`src/rtl/uart_rx_ctrl.sv`:
```
// UART receive control: baud-rate strobe generator plus a 4-entry first-word-fall-through byte FIFO.
// Define UART_RX_TIMEOUT_EN to build the idle-line timeout; otherwise rx_timeout is tied low.
module uart_rx_ctrl #(
  parameter int BPS_DIV      = 5208,
  parameter int TIMEOUT_BITS = 20
) (
  input  logic       clk,
  input  logic       rst_n,
  input  logic       cnt_start,
  input  logic       rx_done,
  input  logic [7:0] rx_data_byte,
  output logic       bps_clk,
  output logic [7:0] out_data,
  output logic       out_valid,
  input  logic       out_ready,
  output logic [2:0] fifo_count,
  output logic       overflow,
  input  logic       ovf_clr,
  output logic       rx_timeout
);

  localparam int CNT_W = (BPS_DIV > 2) ? $clog2(BPS_DIV) : 1;
  localparam logic [CNT_W-1:0] CNT_MAX = CNT_W'(BPS_DIV - 1);
  localparam logic [CNT_W-1:0] CNT_MID = CNT_W'(BPS_DIV / 2 - 1);

  typedef enum logic {IDLE, RUN} state_t;

  state_t           state_q, state_d;
  logic [CNT_W-1:0] cnt_q, cnt_d;

  always_ff @(posedge clk or negedge rst_n) begin
    if (!rst_n) begin
      state_q <= IDLE;
      cnt_q   <= '0;
    end else begin
      state_q <= state_d;
      cnt_q   <= cnt_d;
    end
  end

  // Strobe is decoded from the counter, so dropping cnt_start zeroes it before the next mid-bit point.
  always_comb begin
    state_d = state_q;
    cnt_d   = '0;
    bps_clk = 1'b0;
    case (state_q)
      IDLE: if (cnt_start) state_d = RUN;
      RUN: begin
        bps_clk = (cnt_q == CNT_MID);
        if (!cnt_start) state_d = IDLE;
        else            cnt_d = (cnt_q == CNT_MAX) ? '0 : cnt_q + 1'b1;
      end
      default: state_d = IDLE;
    endcase
  end

  logic [7:0] mem_q [4];
  logic [1:0] wr_ptr_q, wr_ptr_d;
  logic [1:0] rd_ptr_q, rd_ptr_d;
  logic [2:0] count_q, count_d;
  logic       done_q;
  logic       ovf_q, ovf_d;
  logic       push, pop, full, push_acc, ovf_evt;

  always_comb begin
    push     = rx_done & ~done_q;
    full     = (count_q == 3'd4);
    pop      = out_valid & out_ready;
    // A full FIFO still accepts a byte when the head leaves in the same cycle.
    push_acc = push & (~full | pop);
    ovf_evt  = push & full & ~pop;
    wr_ptr_d = wr_ptr_q + {1'b0, push_acc};
    rd_ptr_d = rd_ptr_q + {1'b0, pop};
    count_d  = count_q + {2'b00, push_acc} - {2'b00, pop};
    ovf_d    = ovf_evt ? 1'b1 : (ovf_clr ? 1'b0 : ovf_q);
  end

  always_ff @(posedge clk or negedge rst_n) begin
    if (!rst_n) begin
      wr_ptr_q <= '0;
      rd_ptr_q <= '0;
      count_q  <= '0;
      done_q   <= 1'b0;
      ovf_q    <= 1'b0;
    end else begin
      wr_ptr_q <= wr_ptr_d;
      rd_ptr_q <= rd_ptr_d;
      count_q  <= count_d;
      done_q   <= rx_done;
      ovf_q    <= ovf_d;
    end
  end

  always_ff @(posedge clk) begin
    if (push_acc) mem_q[wr_ptr_q] <= rx_data_byte;
  end

  assign out_valid  = (count_q != 3'd0);
  assign out_data   = out_valid ? mem_q[rd_ptr_q] : 8'h00;
  assign fifo_count = count_q;
  assign overflow   = ovf_q;

`ifdef UART_RX_TIMEOUT_EN
  localparam int TO_CYC = TIMEOUT_BITS * BPS_DIV;
  localparam int IDLE_W = $clog2(TO_CYC + 1);
  localparam logic [IDLE_W-1:0] TO_LIM = IDLE_W'(TO_CYC);

  logic [IDLE_W-1:0] idle_q, idle_d;
  logic              to_q, to_d;
  logic              idle_clr;

  // The counter saturates at the limit so the pulse fires once per idle stretch.
  always_comb begin
    idle_clr = cnt_start | (count_q == 3'd0);
    idle_d   = idle_q;
    to_d     = 1'b0;
    if (idle_clr) begin
      idle_d = '0;
    end else if (idle_q != TO_LIM) begin
      idle_d = idle_q + 1'b1;
      to_d   = (idle_q == TO_LIM - 1'b1);
    end
  end

  always_ff @(posedge clk or negedge rst_n) begin
    if (!rst_n) begin
      idle_q <= '0;
      to_q   <= 1'b0;
    end else begin
      idle_q <= idle_d;
      to_q   <= to_d;
    end
  end

  assign rx_timeout = to_q;
`else
  assign rx_timeout = 1'b0;
`endif

endmodule

```
`config.mk`:
```
export PLATFORM = sky130hd
export DESIGN_NAME = uart_rx_ctrl
export DESIGN_NICKNAME = d
export VERILOG_FILES = /design/src/rtl/uart_rx_ctrl.sv
export SDC_FILE = /design/constraint.sdc
export NUM_CORES = 1
export LEC_CHECK = 0
export CORE_ASPECT_RATIO = 2
export CORE_MARGIN = 3
export CORE_UTILIZATION = 55
export CTS_CLUSTER_DIAMETER = 150
export DETAILED_ROUTE_END_ITERATION = 12
export GPL_TIMING_DRIVEN = 0
export PLACE_DENSITY = 0.88
export SLEW_MARGIN = 20
export SYNTH_ARGS = -nofsm -noshare
export SYNTH_HDL_FRONTEND = slang
export SYNTH_SLANG_ARGS = --single-unit
```
`constraint.sdc`:
```
create_clock -name clk -period 3.4 [get_ports clk]
set_clock_uncertainty 0.1 [all_clocks]
set_input_delay 0.34 -clock clk [delete_from_list [all_inputs] [get_ports clk]]
set_output_delay 0.34 -clock clk [all_outputs]
set_load 0.02 [all_outputs]
```
==> results of run 1 <==
-- where the power goes --
part	internal, W	switching (W)
logic	0.000351	0.000333
registers	0.000800	0.0000635
clock network	0.000220	0.000192
-- cells in the final DEF (no fill, tap or decap), types with 3 or more instances in the layout --
cell type	count
inv_1	9
nand3_1	5
edfxtp_1	32
nor2b_1	9
clkdlybuf4s50_1	27
xor2_1	6
clkbuf_8	5
or4_1	4
nand2_1	4
o31ai_1	3
nor2_1	4
mux4_2	8
ha_1	5
o21ai_0	3
dfrtp_1	23
a21oi_1	8
-- final cells by class --
class	instances	area (sq um)	share of cell area (%)
Sequential cell	55	1536	53.69
Clock buffer	6	72.57	2.536
Inverter	9	33.78	1.181
Clock inverter	2	37.54	1.312
Tap cell	52	65.06	2.274
Timing Repair Buffer	27	270.3	9.445
Buffer	5	38.79	1.355
Multi-Input combinational cell	88	807.0	28.20
-- critical path, delay by kind of cell (launching register included) --
| kind | cells | cell delay, ps |
|---|---|---|
| adders and majority gates | 1 | 350 |
| and+or+nand+nor | 3 | 730 |
| DFF | 1 | 410 |
| buffers and inverters | 1 | 630 |
-- registers in the layout, indices dropped and copies added (netlist names) --
| name | flops |
|---|---|
| rd_ptr_q | 2 |
| overflow | 1 |
| fifo_count | 3 |
| wr_ptr_q | 2 |
| mem_q | 32 |
| state_q | 1 |
| cnt_q | 13 |
| done_q | 1 |
-- metal layers --
layer / up-vias / track usage [%] / wire length (um)
met2: 28 / 35.54 / 2592
met4: 0 / 9.252 / 110
met3: 8 / 3.448 / 108
met1: 727 / 19.62 / 1490
li1: 666 / - / -
met5: - / 0 / 0
-- kinds of logic (layout without fill, tap and decap cells) --
kind of cell             count (synthesis)  count (layout)  synth area share, %
other                                    1               1               0.1565
multiplexers                             8               8                7.519
buffers and inverters                   14              49                3.028
AND/OR/NAND/NOR                         48              48                13.73
flip-flops                              55              55                64.13
AO/OA/AOI/OAI                           18              18                5.431
adder cells (fa/ha/maj)                  6               6                3.447
XOR/XNOR                                 7               7                2.559
-- worst paths after layout --
check | end | slack [ps]
max | bps_clk | 530
min | overflow | 390
max reg2reg | fifo_count[2] | 770
min reg2reg | overflow | 390
max in group asynchronous | cnt_q[12] | 2120
min in group asynchronous | cnt_q[11] | 480
-- through the flow --
step / std cells / utilization [%]
after global routing: 244 / 69.30
final: 244 / 69.30
after global placement: 236 / 66.15
after floorplan: 157 / -
after CTS: 244 / 69.18
after detailed placement: 236 / 66.52
==> flow_summary.ini, run 1 <==
[clocking]
clkSinkCount = 55
cts-root-buf = clkbuf_8
clk_pin_slew_ps = 90
cts_tree = done
cts_made_buffers = 5
clkLatencyLatePin_ps = 300
post_cts_buffers = 0
htreeDepth = 2
cts_resized = 0
postCtsHoldBufs = 0
clockBufferDepth = 2

[run_status]
status = finished, final reports clean

[routing]
viasPerCell = 5.857
drcViolationCount = 0
routedWlPerCell_um = 17.63
ant_nets = 0
vias = 1429
finalWirelength_um = 4302
first_pass_iters = 4
drt_iter0_drc = 28

[timing]
period_share_pct = 84.41
drv_slew = 0
worstMarginPinSlew_ps = 986.6
fmax_ghz = 0.3485
fin_crit_ps = 2870
relSlewSlack_pct = 34.02
final.setup.tns_ps = 0
finalSetupViolations = 0
worst_slack_ps = 530.2
rsz0062_at_grt = false
hold_viol_final = 0
fin_hold_ws_ps = 392.0

[synth]
syn_avg_cell_area_sq_um = 15.26
synth.distinct_cells = 38
synth_top_cell_by_area = edfxtp_1
seq_area_frac_synth_pct = 64.13
yosysMostFrequentCell = edfxtp_1
yosys-top-cells-area = edfxtp_1, dfrtp_1, mux4_2
netlist_top_cells_count = edfxtp_1, dfrtp_1, inv_1, nor2b_1
yosys_warnings = 0
yosysTopAreaCellShare_pct = 40.10
synth_edf_count = 32
async_reset_ff_share_pct = 41.82
netlist_area_sq_um = 2396
syn_inst = 157
ys_dominant_reg_cell = edfxtp_1
ys_ff_latch = 55
synthesis.nets = 177

[placed_design]
io_buffer_count = 27
dp_slack_ps = 336.7
place.gp.congestion = 0.8377
dp_hpwl_um = 3228
dpl_cell_area_sq_um = 2746

[die]
core_sq_um = 4129
io_pins = 29
rows = 33
die_w_um = 52.67
fp.dieH_um = 99.34
die_area_sq_um = 5232
start_util_pct = 58.03

[grt]
antenna_found_initial = 0
grt_use_total_pct = 19.25
grt_pass1_vias = 1552
grt_start_max_net_pins = 24
grt_overflow_total = 0
grt_pass1_wl_um = 7189

[cells_and_area]
n_fill_cell = 280
finish.instance_area_sq_um = 2861
drive_above_1_share_pct = 14.58
nets = 211
diodes = 0
area_growth_pct = 19.43

[power]
power_w = 0.001959
vdd.ir_drop.worst_mv = 0.4455
power.density_nw_per_um2 = 684.7
p_leak_nw = 1.055

[setup_path]
crit_chain = ha_1 > nand4b_1 > or4_1 > nor3_1 > clkdlybuf4s50_1
critPathMaxFanout = 5
cp_slowest_cell = clkdlybuf4s50_1
required_ps = 2960
ff2ff_path_depth = 8
worstSetupStartpoint = cnt_q[0]
rr_startpoint = fifo_count[2]
crit_path_max_incr_delay_ps = 630
cp-end-kind = output pin
path_class = register to output pin
arrival_ps = 2430
startpoint_type = register

[hold_path]
hold_depth = 1
hp-start = done_q
hold_class = register to register

[job]
maxCapViolCount = 0
Note: power is estimated with default switching activity, not from simulation.
==> run 2: changes to the inputs <==
--- a/config.mk
+++ b/config.mk
@@ -7,11 +7,11 @@
 export LEC_CHECK = 0
 export CORE_ASPECT_RATIO = 2
 export CORE_MARGIN = 3
-export CORE_UTILIZATION = 55
+export CORE_UTILIZATION = 49
 export CTS_CLUSTER_DIAMETER = 150
 export DETAILED_ROUTE_END_ITERATION = 12
 export GPL_TIMING_DRIVEN = 0
-export PLACE_DENSITY = 0.88
+export PLACE_DENSITY = 0.83
 export SLEW_MARGIN = 20
 export SYNTH_ARGS = -nofsm -noshare
 export SYNTH_HDL_FRONTEND = slang
==> constraint.sdc (replaced) <==
create_clock -name clk -period 2.46 [get_ports clk]
set_clock_uncertainty 0.1 [all_clocks]
set_input_delay 0.246 -clock clk [delete_from_list [all_inputs] [get_ports clk]]
set_output_delay 0.246 -clock clk [all_outputs]
set_load 0.02 [all_outputs]
==> flow_summary.ini, run 2 (synthesized netlist as in run 1, its figures left out) <==
[die]
die_w_um = 55.45
start_util_pct = 51.13
fp.dieH_um = 104.9
core_sq_um = 4686
die_area_sq_um = 5816
rows = 35
io_pins = 29

[cells_and_area]
final_cells = 251
largest_reg_flops = 32
drive_above_1_share_pct = 19.39
area_growth_pct = 21.15
nets = 215
diodes = 0
layout_commonest_cell = edfxtp_1
n_fill_cell = 363
final_core_util_pct = 61.95
regMostFlops = mem_q
most-common-layout-cells = edfxtp_1, clkdlybuf4s50_1, dfrtp_1, inv_1, nor2b_1

[placed_design]
place.gp.congestion = 0.8469
dp.cells = 239
dp_hpwl_um = 3223
dp_slack_ps = -292.8
io_buffer_count = 27

[setup_path]
arrival_ps = 2050
critPathMaxFanout = 8
rr_endpoint = fifo_count[2]
required_ps = 2110
r2r_slack_ps = 120
rr_startpoint = fifo_count[1]
cp-endpoint = out_data[0]
startpoint_type = register
path_class = register to output pin
cp-end-kind = output pin
ff2ff_path_depth = 8
worstSetupStartpoint = rd_ptr_q[0]

[routing]
vias = 1437
ant_nets = 0
first_pass_iters = 4
finalWirelength_um = 4327
viasPerCell = 5.725
drcViolationCount = 0
drt_iter0_drc = 21
routedWlPerCell_um = 17.24

[timing]
fmax_ghz = 0.4175
drv_slew = 0
relSlewSlack_pct = 50.99
worst_slack_ps = 64.98
worstMarginPinSlew_ps = 731.1
hold_viol_final = 0
period_share_pct = 97.36
rsz0062_at_grt = true
final.setup.tns_ps = 0
fin_crit_ps = 2395
finalSetupViolations = 0
fin_hold_ws_ps = 351.9

[clocking]
cts-root-buf = clkbuf_8
clockBufferDepth = 2
clkSinkCount = 55
htreeDepth = 2
cts_made_buffers = 5
clkLatencyLatePin_ps = 300
clk_pin_slew_ps = 90
cts_tree = done

[power]
power.density_nw_per_um2 = 932.6
vdd.ir_drop.worst_mv = 0.7101
p_leak_nw = 1.079

[grt]
grt_pass1_wl_um = 7465
grt_use_total_pct = 16.13
grt_start_max_net_pins = 24
grt_pass1_vias = 1529
grt_overflow_total = 0
antenna_found_initial = 0

[run_status]
status = finished, final reports clean

[hold_path]
hold_class = input pin to asynchronous set/reset pin

[job]
maxCapViolCount = 0
run 2: what timing repair did:
| action | CTS | global route |
|---|---|---|
| pin swaps | 1 | 1 |
| gates resized for setup | 5 | 6 |
| setup buffers | 1 | 3 |
| hold buffers | 0 | 1 |
| endpoints found under the hold margin | 0 | 23 |
| setup endpoints to repair | 10 | 9 |
run 2: metal layers:
layer  global-route usage (%)  routed length, um  vias up  share of wire [%]
li1                         -                  -      676                  -
met1                    18.18               1596      721                 37
met2                    28.73               2539       31                 59
met3                    2.719                109        9                2.5
met4                    7.826                 82        0                1.9
met5                        0                  0        -                  0
run 2: layout make-up:
cell class	instances	area, sq um	share of cell area [%]
clock buffer	6	82.58	2.845
clock inverter	2	16.27	0.5603
timing repair buffer	32	299.0	10.30
inverter	9	33.78	1.164
buffer	4	41.29	1.422
sequential	55	1538	52.97
tap	55	68.82	2.371
multi-input combinational	88	823.3	28.36
run 2: worst min-delay path by stage:
stage / startpoint / endpoint / slack, ps / cells past startpoint
after global placement: done_q / overflow / 350 / 1
after detailed placement: done_q / overflow / 370 / 1
final: rst_n / cnt_q[8] / 350 / 2
after CTS: rx_done / done_q / 350 / 1
after floorplan: rst_n / cnt_q[0] / -150 / 0
after global routing: rx_done / done_q / 370 / 1
run 2: through the flow:
step,instance area (sq um),power [W]
after floorplan,2401,0.001772
after global placement,2740,0.002121
after detailed placement,2755,0.002161
after CTS,2867,0.002674
after global routing,2903,0.002867
final,2903,0.002707
run 2: critical path, cell delays in order (launching register included):
cell,delay [ps]
dfrtp_1,390
buf_6,170
mux4_2,520
nor2b_1,140
clkdlybuf4s50_1,530
run 2: where the power goes:
| group | internal, W | switching (W) | leakage, nW | total (W) |
|---|---|---|---|---|
| combinational | 0.000526 | 0.000437 | 0.442 | 0.000964 |
| sequential | 0.00111 | 0.000121 | 0.589 | 0.00123 |
| clock | 0.000230 | 0.000285 | 0.0474 | 0.000515 |
